**src/rtl/count_pkg.sv**
```systemverilog
// Shared encodings for the count sequencer: FSM states and command opcodes.
package count_pkg;

  typedef enum logic [2:0] {
    ST_IDLE,
    ST_CLEAR,
    ST_RUN,
    ST_DONE,
    ST_ABRT
  } state_t;

  localparam logic [1:0] OP_NOP   = 2'b00;
  localparam logic [1:0] OP_RUN   = 2'b01;
  localparam logic [1:0] OP_CLEAR = 2'b10;

endpackage

```
**src/rtl/tick_prescaler.sv**
```systemverilog
// Free-running divider: tick every div+1 enabled cycles, held at zero while idle or loading.
module tick_prescaler #(
  parameter int unsigned DIV_W = 16
) (
  input  logic             clk,
  input  logic             rst,
  input  logic             en,
  input  logic             load,
  input  logic [DIV_W-1:0] div,
  output logic             tick
);

  logic [DIV_W-1:0] presc;

  assign tick = en & (presc == div);

  // Wrap on compare rather than overflow, so div of all-ones is a legal period.
  always_ff @(posedge clk) begin
    if (rst || load || !en) begin
      presc <= '0;
    end else if (presc == div) begin
      presc <= '0;
    end else begin
      presc <= presc + DIV_W'(1);
    end
  end

endmodule

```
**src/rtl/count_sequencer.sv**
```systemverilog
// Command-driven controller for the downstream event counter: clears it, paces inc
// through the prescaler, and stops when the counter reports it has reached max_val.
module count_sequencer
  import count_pkg::*;
#(
  parameter int unsigned WIDTH = 8,
  parameter int unsigned DIV_W = 16
) (
  input  logic             clk,
  input  logic             rst,
  input  logic             cmd_valid,
  output logic             cmd_ready,
  input  logic [1:0]       cmd_op,
  input  logic [WIDTH-1:0] cmd_limit,
  input  logic [DIV_W-1:0] cmd_div,
  input  logic             abort,
  input  logic             cnt_eq,
  output logic             clr,
  output logic             inc,
  output logic [WIDTH-1:0] max_val,
  output logic             busy,
  output logic             done,
  output logic             aborted
);

  state_t           state;
  logic             run_mode;
  logic [DIV_W-1:0] div_reg;
  logic             tick;

  tick_prescaler #(
    .DIV_W(DIV_W)
  ) u_presc (
    .clk  (clk),
    .rst  (rst),
    .en   (state == ST_RUN),
    .load (state == ST_CLEAR),
    .div  (div_reg),
    .tick (tick)
  );

  // Only combinational output: must drop in the same cycle abort, rst or eq appear.
  assign inc       = tick & ~cnt_eq & ~abort & ~rst;
  assign cmd_ready = (state == ST_IDLE);
  assign busy      = (state != ST_IDLE);
  assign clr       = (state == ST_CLEAR);
  assign done      = (state == ST_DONE);
  assign aborted   = (state == ST_ABRT);

  always_ff @(posedge clk) begin
    if (rst) begin
      state    <= ST_IDLE;
      run_mode <= 1'b0;
      max_val  <= '0;
      div_reg  <= '0;
    end else begin
      unique case (state)
        ST_IDLE: begin
          if (cmd_valid) begin
            if (cmd_op == OP_RUN) begin
              max_val  <= cmd_limit;
              div_reg  <= cmd_div;
              run_mode <= 1'b1;
              state    <= ST_CLEAR;
            end else if (cmd_op == OP_CLEAR) begin
              run_mode <= 1'b0;
              state    <= ST_CLEAR;
            end
          end
        end
        ST_CLEAR: begin
          if (abort)         state <= ST_ABRT;
          else if (run_mode) state <= ST_RUN;
          else               state <= ST_IDLE;
        end
        ST_RUN: begin
          if (abort)       state <= ST_ABRT;
          else if (cnt_eq) state <= ST_DONE;
        end
        ST_DONE: state <= ST_IDLE;
        ST_ABRT: state <= ST_IDLE;
        default: state <= ST_IDLE;
      endcase
    end
  end

endmodule
```
**config.mk**
```make
export PLATFORM = sky130hd
export DESIGN_NAME = count_sequencer
export DESIGN_NICKNAME = d
export VERILOG_FILES = /design/src/rtl/count_pkg.sv /design/src/rtl/tick_prescaler.sv /design/src/rtl/count_sequencer.sv
export SDC_FILE = /design/constraint.sdc
export NUM_CORES = 1
export LEC_CHECK = 0
export ABC_CLOCK_PERIOD_IN_PS = 2300
export BUFFER_PORTS_ARGS = -buffer_cell sky130_fd_sc_hd__clkbuf_2
export CAP_MARGIN = 30
export CORE_AREA = 2 2 65 67
export DETAILED_ROUTE_END_ITERATION = 7
export DIE_AREA = 0 0 67 69
export GPL_TIMING_DRIVEN = 0
export PLACE_DENSITY = 0.75
export SKIP_CTS_REPAIR_TIMING = 1
export SKIP_LAST_GASP = 1
export SYNTH_ARGS = -nofsm -noshare
export SYNTH_HDL_FRONTEND = slang
export SYNTH_SLANG_ARGS = --single-unit
```
**constraint.sdc**
```tcl
create_clock -name clk -period 2.3 [get_ports clk]
set_clock_uncertainty 0.2 [all_clocks]
set_input_delay 0.46 -clock clk [delete_from_list [all_inputs] [get_ports clk]]
set_output_delay 0.46 -clock clk [all_outputs]
set_load 0.005 [all_outputs]
```
==> impl_metrics.yaml <==
cts:
  clk_path_buf_depth: 2
  cts.reportedPaths.clkPinSlew_ns: 0.08
  cts_sinks: 44
  cts_tree: "built"
  cts_root_buf: "clkbuf_8"
  cts_htree_levels: 2
  cts_inserted_buffers: 5
  clk_latency_ns: 0.30
power_and_ir_drop:
  ir_drop_mv: 0.451
  pwr-share-comb_pct: 11.0
  intPower_mw: 1.18
  power_density_nw_per_um2: 631
  p_leak_nw: 0.902
  seqPwrFrac_pct: 51.0
  swShare_pct: 23.4
  clkPwrFrac_pct: 38.0
  switching_power_uw: 359
placed_design:
  dpl.hpwl_um: 3040
  gp_congestion: 0.848
  io_buffers: 43
  dpl_cell_area_sq_um: 2270
floorplan:
  die_w_um: 67
  floorplan.initialDensity_pct: 50.9
  io_pins: 45
  num_rows: 23
  dieArea_sq_um: 4620
  core-area_sq_um: 3910
  die_height_um: 69
setup_path:
  path_cells: "xnor2_2, nand4_1, nor4_4, and3_1, clkbuf_2"
  cp_slowest_cell: "nor4_4"
  cp-start-kind: "flip-flop"
  cpPeakStageDelay_ns: 0.40
  arrival_ns: 1.69
  end_kind: "output pin"
  cp.required_ns: 1.64
  worst-setup-path-type: "reg2out"
  cp_top_family: "simple AND/OR/NAND/NOR gates"
  worstPathMaxFanout: 4
  path_buf_inv: 1
timing:
  tns_ns: -0.0503
  rsz0062_at_grt: "true"
  hold_slack_ns: 0.174
  layout_setup_ws_ns: -0.0503
  fmax_mhz: 425
  drv_slew: 0
  slew_headroom_pct: 70.8
  hold_violations: 0
  worst_slew_pin_slew_ns: 0.438
  finalSetupViolations: 1
  post-route-min-period_ns: 2.35
  fin_crit_sh_pct: 102
layout:
  n_antenna_cell: 0
  fillers: 366
  final_common_cell: "nand2_1"
  syn2layout_area_growth_pct: 22.4
  mostFrequentLayoutCells: "nand2_1 (51), clkbuf_2 (43), dfxtp_1 (32)"
  seq_area_sq_um: 901
  nNetsFinal: 323
  multi_input_area_sq_um: 1020
  design_area_sq_um: 2440
  layout-drive-gt1-share_pct: 27.2
detailed_routing:
  postRouteAntennaNets: 0
  wl_per_cell_um: 12.2
  drt-total-wl_um: 4160
  drtIter0Drc: 69
  drtPass1Iterations: 4
  remaining_drc_errors: 0
  viasPerCell: 5.10
  num_vias: 1735
yosys:
  ys_seq_elements: 44
  netlist_instances: 236
  syn-num-nets: 270
  synth_sequential_area_ratio_pct: 44.2
  synth.avg_cell_area_sq_um: 8.44
  synth_area_sq_um: 1990
  yosys_warnings: 0
  synthFlopType: "dfxtp_1"
  synth-edff-count: 0
  synthArstFlopShare_pct: 0
  ys_types: 31
grt:
  overflow: 0
  first_global_vias: 1588
  antenna_found_initial: 0
  grt_start_max_net_pins: 15
  grtUsageTotal_pct: 19.2
  grt_pass1_wl_um: 6890
flow_run:
  cap_violations: 0
worst_hold_path:
  hold_class: "in2reg"
run_status:
  violations: "setup timing"
  outcome: "complete, but fails checks"
-- power groups by stage --
| stage | registers, mW | logic [mW] | clock network, mW |
|---|---|---|---|
| after global placement | 0.804 | 0.147 | 0 |
| after detailed placement | 0.805 | 0.150 | 0 |
| after floorplan | 0.803 | 0.0952 | 0 |
| after global routing | 0.787 | 0.185 | 0.630 |
| after CTS | 0.787 | 0.151 | 0.596 |
| final | 0.784 | 0.169 | 0.584 |
-- cell families after synthesis --
group / after synthesis / share of synthesized area, %
adder cells (fa/ha/maj): 3 / 1.88
multiplexers: 1 / 0.503
AND/OR/NAND/NOR: 108 / 26.8
flip-flops: 44 / 44.2
buffers and inverters: 21 / 5.28
AO/OA/AOI/OAI: 29 / 7.79
XOR/XNOR: 30 / 13.6
-- layout make-up --
cell class | instances | share of cell area, %
Buffer | 13 | 3.08
Clock buffer | 5 | 2.82
Clock inverter | 3 | 1.74
Inverter | 8 | 1.23
Multi-Input combinational cell | 171 | 41.9
Sequential cell | 44 | 36.9
Tap cell | 50 | 2.57
Timing Repair Buffer | 46 | 9.75
-- through the flow --
step           setup slack [ns]  std cells  utilization, %  power [mW]
5_1_grt                 -0.0855        340            62.3        1.60
3_3_place_gp           -0.00167        329            58.0       0.951
6_report                -0.0503        340            62.3        1.54
4_1_cts                  -0.364        337            60.8        1.53
3_5_place_dp            -0.0220        329            58.0       0.955
2_1_floorplan             0.306        236               -       0.898
-- layer usage --
metal | global-route usage [%] | part of all wire, % | routed length (um) | vias up
met5 | 0 | 0 | 0 | -
met4 | 8.16 | 2.7 | 112 | 0
met3 | 6.36 | 5.6 | 234 | 12
met2 | 29.8 | 48 | 2010 | 39
met1 | 24.1 | 43 | 1800 | 789
li1 | - | - | - | 895
-- Yosys cell counts, types with 2 or more instances --
cell       n  share of area [%]
buf_2      3               0.75
nand3_1    7                1.8
a21oi_1   24                6.0
nand3b_1   2               0.75
inv_1      8                1.5
nor3b_1    3                1.1
nor3_1    20                5.0
nor2_1     6                1.1
and3_1     3               0.94
xor2_1     2               0.88
xnor2_1   27                 12
nand2_1   51                9.6
nor4_1     4                1.3
clkbuf_1   6                1.1
buf_4      2               0.75
ha_1       3                1.9
nand4_1    7                2.2
buf_6      2                1.1
dfxtp_1   44                 44
-- worst register-to-register path, delay by kind of cell (launching register included) --
family                 cells  cell delay, ns
AND/OR/NAND/NOR            3            0.62
XOR/XNOR                   1            0.18
flip-flops                 1            0.36
buffers and inverters      2            0.34
-- path summary, 6_finish.rpt --
kind                          startpoint                            to  slack (ns)  cells after the start
max          u_presc.presc[1]$_SDFF_PP0_                           inc       -0.05                      5
min                         cmd_limit[2]       max_val[2]$_SDFFE_PP0P_        0.17                      3
max reg2reg  u_presc.presc[1]$_SDFF_PP0_  u_presc.presc[14]$_SDFF_PP0_        0.48                      6
min reg2reg      max_val[6]$_SDFFE_PP0P_       max_val[6]$_SDFFE_PP0P_        0.25                      2
Power figures use the tool's default switching activity.
